## config.mk

```make
export PLATFORM = sky130hd
export DESIGN_NAME = am_radio_watchdog
export DESIGN_NICKNAME = d
export VERILOG_FILES = /design/src/rtl/am_radio_watchdog.sv
export SDC_FILE = /design/constraint.sdc
export NUM_CORES = 1
export LEC_CHECK = 0
export CAP_MARGIN = 20
export CORE_ASPECT_RATIO = 1.2
export CORE_MARGIN = 1.5
export CORE_UTILIZATION = 58
export CTS_CLUSTER_DIAMETER = 80
export CTS_CLUSTER_SIZE = 30
export DETAILED_ROUTE_END_ITERATION = 6
export GPL_TIMING_DRIVEN = 0
export PLACE_DENSITY = 0.82
export SLEW_MARGIN = 25
export SYNTH_ARGS = -nofsm -noshare
export SYNTH_HDL_FRONTEND = slang
export SYNTH_SLANG_ARGS = --single-unit
```

## constraint.sdc

```tcl
create_clock -name clk -period 4.35 [get_ports clk]
set_input_delay 0.435 -clock clk [delete_from_list [all_inputs] [get_ports clk]]
set_output_delay 0.435 -clock clk [all_outputs]
set_load 0.03 [all_outputs]
```

## src/rtl/am_radio_watchdog.sv

```systemverilog
// Heartbeat watchdog: counts enabled cycles between kicks, flags a warning,
// latches a sticky timeout and drives a fixed-length force_reset pulse.
module am_radio_watchdog #(
  parameter longint unsigned TIMEOUT_CYCLES     = 50_000_000,
  parameter longint unsigned WARN_CYCLES        = 40_000_000,
  parameter int unsigned     RESET_PULSE_CYCLES = 16
) (
  input  logic        clk,
  input  logic        rst,
  input  logic        enable,
  input  logic        heartbeat,
  output logic        force_reset,
  output logic        warning,
  output logic        triggered,
  output logic [31:0] count
);

  if (TIMEOUT_CYCLES >= 64'h1_0000_0000) begin : g_bad_timeout
    $error("TIMEOUT_CYCLES must fit in 32 bits");
  end
  if (WARN_CYCLES < 1 || WARN_CYCLES >= TIMEOUT_CYCLES) begin : g_bad_warn
    $error("WARN_CYCLES must satisfy 1 <= WARN_CYCLES < TIMEOUT_CYCLES");
  end
  if (RESET_PULSE_CYCLES < 1) begin : g_bad_pulse
    $error("RESET_PULSE_CYCLES must be at least 1");
  end

  // Pulse counter holds the number of high cycles still owed after the current one.
  localparam int PW = (RESET_PULSE_CYCLES > 1) ? $clog2(RESET_PULSE_CYCLES) : 1;
  localparam logic [PW-1:0] PULSE_LOAD = PW'(RESET_PULSE_CYCLES - 1);
  localparam logic [32:0]   TIMEOUT_W  = 33'(TIMEOUT_CYCLES);
  localparam logic [32:0]   WARN_W     = 33'(WARN_CYCLES);

  logic [31:0]   count_reg;
  logic          warning_reg;
  logic          triggered_reg;
  logic          force_reset_reg;
  logic [PW-1:0] pulse_cnt_reg;
  logic [32:0]   count_inc;

  // Widened increment so the comparisons never see a wrapped value.
  assign count_inc = {1'b0, count_reg} + 33'd1;

  always_ff @(posedge clk) begin
    if (rst || !enable) begin
      count_reg       <= '0;
      warning_reg     <= 1'b0;
      triggered_reg   <= 1'b0;
      force_reset_reg <= 1'b0;
      pulse_cnt_reg   <= '0;
    end else begin
      if (pulse_cnt_reg != '0) begin
        pulse_cnt_reg <= pulse_cnt_reg - 1'b1;
      end else begin
        force_reset_reg <= 1'b0;
      end

      if (heartbeat) begin
        count_reg     <= '0;
        warning_reg   <= 1'b0;
        triggered_reg <= 1'b0;
      end else if (!triggered_reg) begin
        count_reg   <= count_inc[31:0];
        warning_reg <= (count_inc >= WARN_W);
        if (count_inc == TIMEOUT_W) begin
          triggered_reg   <= 1'b1;
          force_reset_reg <= 1'b1;
          pulse_cnt_reg   <= PULSE_LOAD;
        end
      end
    end
  end

  assign count       = count_reg;
  assign warning     = warning_reg;
  assign triggered   = triggered_reg;
  assign force_reset = force_reset_reg;

endmodule

```

* Yosys cells after proc, flatten, opt, wreduce, memory -nomap -nowiden
Cells that the tools add are included.
Operators by class: eq/ne operators 1, reduce and logical (&&, ||, !) cells 4, multiplexer cells 10, add/sub/neg operators 2, shift-type cells 0, divide/modulo/power cells 0, multipliers 0, order comparisons 1, bitwise logic cells 0
Operators by type and width (number):
- 32-bit by 1-bit adder with 33-bit output, second input constant | 1
- 33-bit by 26-bit equality test with 1-bit output, second input constant | 1
- 33-bit by 26-bit greater-or-equal comparator with 1-bit output, second input constant | 1
- 4-bit two-way mux | 4
- 1-bit two-way mux | 6
- 4-bit nonzero test | 1
- 4-bit by 1-bit subtractor with 4-bit output, second input constant | 1
- 2-bit OR reduction | 1
- 1-bit logical NOT | 1
- 1-bit logical OR | 1
Storage, ports and cells: ROM bits 0, input bits 4, logic and storage cells 23, bits in registers 39, bits in writable memories 0, output and inout port bits 35, memories kept 0, latch bits 0

* Logic depth before layout (Yosys ltp)
Gate-level depths: netlist (run 1).
word-level depth 5, depth in mapped cells 10, depth with buffers taken out 9

* Worst setup path after synthesis (run 1)
No wires, ideal clock.
path kind reg-to-reg, start point register count_reg[6], in the netlist count[6], end point register pulse_cnt_reg[2], required time 4.289 ns, stages on the path, launching flop included 10, data arrival time 2.851 ns, clock period less this slack 2.912 ns, slack 1.438 ns, cell sequence dfxtp_1 -> buf_2 -> nand4_4 -> or4_1 -> buf_2 -> or2_4 -> or4_4 -> a2111oi_4 -> nand4_2 -> nand2_1
On the way: longest elaborated chain between the ends 5
RTL lines:
- start, declared | RTL line 34 | logic [31:0] count_reg;
- start signal, assigned | RTL line 63 | count_reg <= count_inc[31:0];
- 32-bit by 1-bit adder with 33-bit output | RTL line 42 | assign count_inc = {1'b0, count_reg} + 33'd1;
- 33-bit by 26-bit equality test with 1-bit output | RTL line 65 | if (count_inc == TIMEOUT_W) begin
- 4-bit two-way mux | RTL line 65
- 4-bit two-way mux | RTL line 62 | end else if (!triggered_reg) begin
- 4-bit two-way mux | RTL line 58 | if (heartbeat) begin
- end signal, assigned | RTL line 53 | pulse_cnt_reg <= pulse_cnt_reg - 1'b1;
- end, declared | RTL line 38 | logic [PW-1:0] pulse_cnt_reg;
Every way passes these cells. A chain may end at the register's enable or synchronous reset.

* Worst setup path after layout (run 1)
start point register count_reg[0], in the netlist count[0], end point register warning_reg, in the netlist warning
On the way: longest elaborated chain between the ends 2
RTL lines:
- 32-bit by 1-bit adder with 33-bit output | RTL line 42
- 33-bit by 26-bit greater-or-equal comparator with 1-bit output | RTL line 64 | warning_reg <= (count_inc >= WARN_W);
- end signal, assigned | RTL line 64
- end, declared | RTL line 35 | logic warning_reg;
Every way passes these cells.

==> results.cfg, run 1 <==
[timing]
worst_slew_pin_slew_ns = 0.8679
slew_headroom_pct = 41.69
fin_crit_sh_pct = 70.09
slew_violations = 0
rsz0062_at_grt = no
skew_ns = 0.01068
setup-violations-final = 0
tns_ns = 0
fin_crit_ns = 3.049
max_freq_ghz = 0.3280
hold_viol = 0

[placed_design]
hpwl_um = 4422
globalplace.congestion = 0.9008
io_buffers = 38

[clock_tree]
cts_setup_buffers = 0
clk_pin_slew_ns = 0.08
clock_path_buffers = 2
htree_levels = 2
root_buffer = clkbuf_8
cts.sinks = 39
post_cts_resized = 0
cts_tree = done
clock_latency_ns = 0.30
postCtsHoldBufs = 0
cts_made_buffers = 5

[synth]
synth_nets = 321
ys_seq_area_share_pct = 32.05
synth-edff-count = 0
ys_seq_elements = 39
synthArstFlopShare_pct = 0
yosysWarningCount = 0
yosys.area.top_type = dfxtp_1
synth_ff_type = dfxtp_1
netlist_instances = 315
synthTopCellsByArea = dfxtp_1 (32%), xnor2_1 (7.9%), xor2_1 (7.6%)
ys_types = 45
syn_area_mm2 = 0.002436
syn_area_per_cell_um2 = 7.734
synth_top_area_share_pct = 32.05

[floorplanning]
fp.dieW_um = 62.16
dieArea_mm2 = 0.004600
num_io_pins = 39
rows = 25
start_util_pct = 61.32
coreArea_mm2 = 0.003973
die_y_um = 74.00

[routing]
drt_first_iter_violations = 159
vias = 2440
drt-pass1-iter-count = 5
ant_nets = 0
drc_errors = 0
routed_wl_um = 6054
routedWlPerCell_um = 14.59
routed_via_density = 5.880

[global_routing]
grt_pass1_wl_um = 9839
grt_pass1_vias = 2153
track_usage_pct = 26.76
grt_max_degree = 13
grt_overflow = 0
grt_antenna_before_repair = 0

[power_and_ir_drop]
leakagePower_uw = 0.0009824
p_per_area_mw_per_mm2 = 205.8
finalPower_uw = 611.1
max-vdd-ir-drop_mv = 0.1800

[status]
status = completed

[setup_path]
arrival_ns = 3.26
crit_type = flip-flop to flip-flop
cp_max_fo = 10
start_kind = flip-flop
crit_required_ns = 4.56
end_kind = flip-flop

[cells_and_area]
drive_above_1_share_pct = 5.540
layout.nets = 366
largest_reg_flops = 32
diodes = 0
syn_to_final_growth_pct = 21.88

[hold_path]
hp-class = flip-flop to flip-flop

[job]
cap_viol_max_count = 0
report_power, final:
part | leakage [uW] | internal, uW | total, uW | switching (uW)
registers | 0.000314 | 357 | 358 | 0.946
clock network | 0.0000412 | 112 | 241 | 129
logic | 0.000627 | 4.79 | 12.1 | 7.28
total | 0.000982 | 474 | 611 | 137
worst max-delay path, stage by stage (launching register included):
cell	delay, ns
dfxtp_1	0.47
ha_1	0.27
nand4_1	0.22
nor4_1	0.34
clkbuf_1	0.41
a21oi_1	0.13
a41oi_1	0.18
nor3_1	0.07
o311ai_0	0.41
o21ai_0	0.20
a221oi_1	0.28
synthesized netlist by cell type (2+ instances only):
| cell | instances |
|---|---|
| buf_2 | 6 |
| a21boi_0 | 2 |
| nor3_1 | 9 |
| nand2_1 | 24 |
| nand3_1 | 27 |
| nor2b_1 | 3 |
| inv_1 | 11 |
| nor4_1 | 10 |
| and4_1 | 6 |
| ha_1 | 2 |
| a41oi_1 | 2 |
| xor2_1 | 21 |
| or4_1 | 5 |
| a31oi_1 | 7 |
| and3_1 | 6 |
| o211ai_1 | 3 |
| xnor2_1 | 22 |
| and2_1 | 3 |
| or3_1 | 4 |
| a311oi_1 | 3 |
| nand4_1 | 10 |
| o21ai_0 | 9 |
| dfxtp_1 | 39 |
| clkbuf_1 | 14 |
| a21oi_1 | 5 |
| nor2_1 | 43 |
placed cells by master (no fill, tap or decap), types with 5 or more instances in the layout:
cell and n:
clkdlybuf4s50_1 38, buf_2 6, xor2_1 21, or4_1 5, nand4_1 10, a31oi_1 7
a21oi_1 5, nor2_1 43, nand2_1 24, inv_1 11, o21ai_0 9, and4_1 6
clkbuf_8 5, xnor2_1 22, and3_1 6, nand3_1 27, clkbuf_1 15, dfxtp_1 39
nor3_1 9, nor4_1 10
metrics by stage:
| stage | hold WS, ns | util [%] | cell area [um2] | setup slack, ns | std cells |
|---|---|---|---|---|---|
| after CTS | 0.4612 | 74.74 | 2969 | 1.332 | 415 |
| after global routing | 0.4816 | 74.74 | 2969 | 0.9961 | 415 |
| after detailed placement | 0.4480 | 72.60 | 2884 | 1.264 | 407 |
| after global placement | 0.4443 | 72.60 | 2884 | 1.337 | 407 |
| after floorplan | 0.4786 | - | 2436 | 1.438 | 315 |
| final | 0.4584 | 74.74 | 2969 | 1.301 | 415 |
layout make-up:
type	instances	area [um2]
Fill cell	334	1003
Tap cell	54	67.56
Inverter	11	41.29
Sequential cell	39	780.7
Clock inverter	2	12.51
Multi-Input combinational cell	244	1528
Buffer	21	86.33
Clock buffer	6	72.57
Timing Repair Buffer	38	380.4
logic make-up (layout without fill, tap and decap cells):
family | count (synthesis) | in the layout | share of synthesized area, %
flip-flops | 39 | 39 | 32.05
AND/OR/NAND/NOR | 157 | 157 | 33.69
multiplexers | 1 | 1 | 0.4109
buffers and inverters | 32 | 78 | 5.239
AO/OA/AOI/OAI | 41 | 41 | 12.12
adder cells (fa/ha/maj) | 2 | 2 | 1.027
XOR/XNOR | 43 | 43 | 15.46
final timing paths:
| check | start | end | slack [ns] | cells after the start |
|---|---|---|---|---|
| min reg2reg | force_reset$_SDFF_PP0_ | force_reset$_SDFF_PP0_ | 0.46 | 2 |
| max reg2reg | count[0]$_SDFFE_PP0N_ | warning$_SDFFE_PP0N_ | 1.30 | 10 |
| min | force_reset$_SDFF_PP0_ | force_reset$_SDFF_PP0_ | 0.46 | 2 |
| max | count[0]$_SDFFE_PP0N_ | warning$_SDFFE_PP0N_ | 1.30 | 10 |
routing by layer:
layer / up-vias / GRT usage, % / wire [um] / part of all wire [%]
li1: 1205 / - / - / -
met1: 1115 / 31.63 / 2593 / 43
met2: 100 / 46.62 / 2950 / 49
met3: 20 / 5.295 / 351 / 5.8
met4: 0 / 14.81 / 158 / 2.6
met5: - / 0 / 0 / 0
Power figures use the tool's default switching activity.
==> run 2: changes to the inputs <==
--- a/config.mk
+++ b/config.mk
@@ -8,12 +8,12 @@
 export CAP_MARGIN = 20
 export CORE_ASPECT_RATIO = 1.2
 export CORE_MARGIN = 1.5
-export CORE_UTILIZATION = 58
+export CORE_UTILIZATION = 48
 export CTS_CLUSTER_DIAMETER = 80
 export CTS_CLUSTER_SIZE = 30
 export DETAILED_ROUTE_END_ITERATION = 6
 export GPL_TIMING_DRIVEN = 0
-export PLACE_DENSITY = 0.82
+export PLACE_DENSITY = 0.73
 export SLEW_MARGIN = 25
 export SYNTH_ARGS = -nofsm -noshare
 export SYNTH_HDL_FRONTEND = slang
==> constraint.sdc (replaced) <==
create_clock -name clk -period 2.5 [get_ports clk]
set_input_delay 0.25 -clock clk [delete_from_list [all_inputs] [get_ports clk]]
set_output_delay 0.25 -clock clk [all_outputs]
set_load 0.03 [all_outputs]
==> run 2 against run 1 <==
Core utilization shrank 4.6 points. Maximum frequency grew 23%. Highest routed layer unchanged. Clock skew shrank 0.0032 ns. Setup slack lost 1.3 ns. Via count grew 3.9%. Cell count grew 7.0%. Critical path depth is the same. Clock-buffer cell count is the same. Sequential power grew 71%. Cell area grew 16%. Combinational power grew 120%.
==> results.cfg, run 2 (synthesis gave the netlist of run 1 again) <==
[power_and_ir_drop]
max-vdd-ir-drop_mv = 0.2953
p_per_area_mw_per_mm2 = 325.0
finalPower_uw = 1118
leakagePower_uw = 0.001247

[cells_and_area]
syn_to_final_growth_pct = 41.24
finalCoreUtilization_pct = 70.15
diodes = 0
layout_commonest_cell = nor2_1
layout.nets = 390
layout_common_cells = nor2_1 (41), clkdlybuf4s50_1 (38), buf_4 (35)
multiInputGateArea_mm2 = 0.001694
drive_above_1_share_pct = 22.92
seq_area_um2 = 823.3
nFillCells = 427
largest_reg_flops = 32

[hold_path]
hp-class = flip-flop to flip-flop

[setup_path]
start_kind = flip-flop
slowest_stage = nor4_2
crit_required_ns = 2.70
crit_top_cell = buf_4
cp_max_fo = 3
cp_slowest_stage_delay_ns = 0.54
arrival_ns = 2.68
crit_type = flip-flop to flip-flop
end_kind = flip-flop
path_cells = nand4_4, buf_4, buf_4, nor4_2, nand3_1, xnor2_1, o21a_2, a21boi_1, o21ai_1, a221oi_1

[global_routing]
grt_antenna_before_repair = 0
grt_pass1_vias = 2409
track_usage_pct = 26.23
grt_overflow = 0
busiest_layer = met2
grt_pass1_wl_um = 11130
grtUsageMet2_pct = 45.44
met1_usage_pct = 31.57
grt_max_degree = 13
met3_usage_pct = 4.294

[timing]
worst_slew_pin_slew_ns = 0.6042
rsz0062_at_grt = yes
worst_slack_ns = 0.02694
hold_slack_ns = 0.4566
tns_ns = 0
slew_violations = 0
fin_crit_ns = 2.473
fin_crit_sh_pct = 98.92
max_freq_ghz = 0.4044
slew_headroom_pct = 59.72
skew_ns = 0.007498
setup-violations-final = 0
hold_viol = 0

[placed_design]
globalplace.congestion = 0.9552
place_ws_ns = -0.3864
hpwl_um = 4464
io_buffers = 38

[routing]
drt-pass1-iter-count = 4
routed_wl_um = 6745
drc_errors = 0
routedWlPerCell_um = 15.19
vias = 2535
ant_nets = 0
drt_first_iter_violations = 219
routed_via_density = 5.709

[clock_tree]
cts.sinks = 39
clock_path_buffers = 2
cts_tree = done
clock_latency_ns = 0.30
root_buffer = clkbuf_8
cts_made_buffers = 5
htree_levels = 2
clk_pin_slew_ns = 0.08

[floorplanning]
num_io_pins = 39
dieArea_mm2 = 0.005514
start_util_pct = 49.67
coreArea_mm2 = 0.004905
rows = 28
die_y_um = 81.04
fp.dieW_um = 68.04

[job]
cap_viol_max_count = 0

[status]
status = completed
==> run 2: cell count changes in the layout (fill, tap and decap cells not counted), moves of 6 or more <==
cell,delta
buf_4,+35
dfxtp_1,-14
dfxtp_4,+10
clkbuf_1,-9
buf_2,-6
nor4_1,-6
==> run 2: where the power goes <==
part | total, uW | switching (uW) | internal (uW)
clock | 479 | 227 | 251
sequential | 613 | 1.98 | 611
combinational | 26.5 | 14.3 | 12.2
total | 1120 | 244 | 875
==> run 2: worst max-delay path: cells and delay by family (launching register included) <==
kind,cells,cell delay [ns]
AO/OA/AOI/OAI,4,0.75
XOR/XNOR,1,0.16
buffers and inverters,2,0.28
flip-flops,1,0.37
AND/OR/NAND/NOR,3,0.83
==> run 2: worst paths after layout <==
kind                            end  cells past startpoint              startpoint  slack (ns)
min          force_reset$_SDFF_PP0_                      2  force_reset$_SDFF_PP0_        0.46
max            warning$_SDFFE_PP0N_                     10   count[8]$_SDFFE_PP0N_        0.03
max reg2reg    warning$_SDFFE_PP0N_                     10   count[8]$_SDFFE_PP0N_        0.03
min reg2reg  force_reset$_SDFF_PP0_                      2  force_reset$_SDFF_PP0_        0.46
==> run 2: area by class of cell <==
class	instances	share of cell area (%)
plain buffers	9	1.382
clock buffers	6	2.727
well taps	60	2.182
multi-input cells	244	49.24
inverters	11	1.200
clock inverters	1	0.2182
repair buffers	74	19.13
flip-flops and latches	39	23.93
==> run 2: what timing repair did <==
action | in CTS | in global routing
gates cloned | 0 | 0
setup endpoints to repair | 10 | 10
setup buffers | 28 | 8
hold buffers | 0 | 0
pin swaps | 10 | 12
gates resized for setup | 21 | 25
==> run 2: per-stage QoR <==
stage | area, um2 | instances
final | 3441 | 444
after global placement | 2967 | 413
after detailed placement | 2967 | 413
after global routing | 3441 | 444
after CTS | 3311 | 443
after floorplan | 2511 | 315
==> run 2: layer usage <==
layer	vias up	wire length, um
met5	-	0
met4	0	207
met1	1201	2926
met2	59	3384
met3	23	227
li1	1252	-
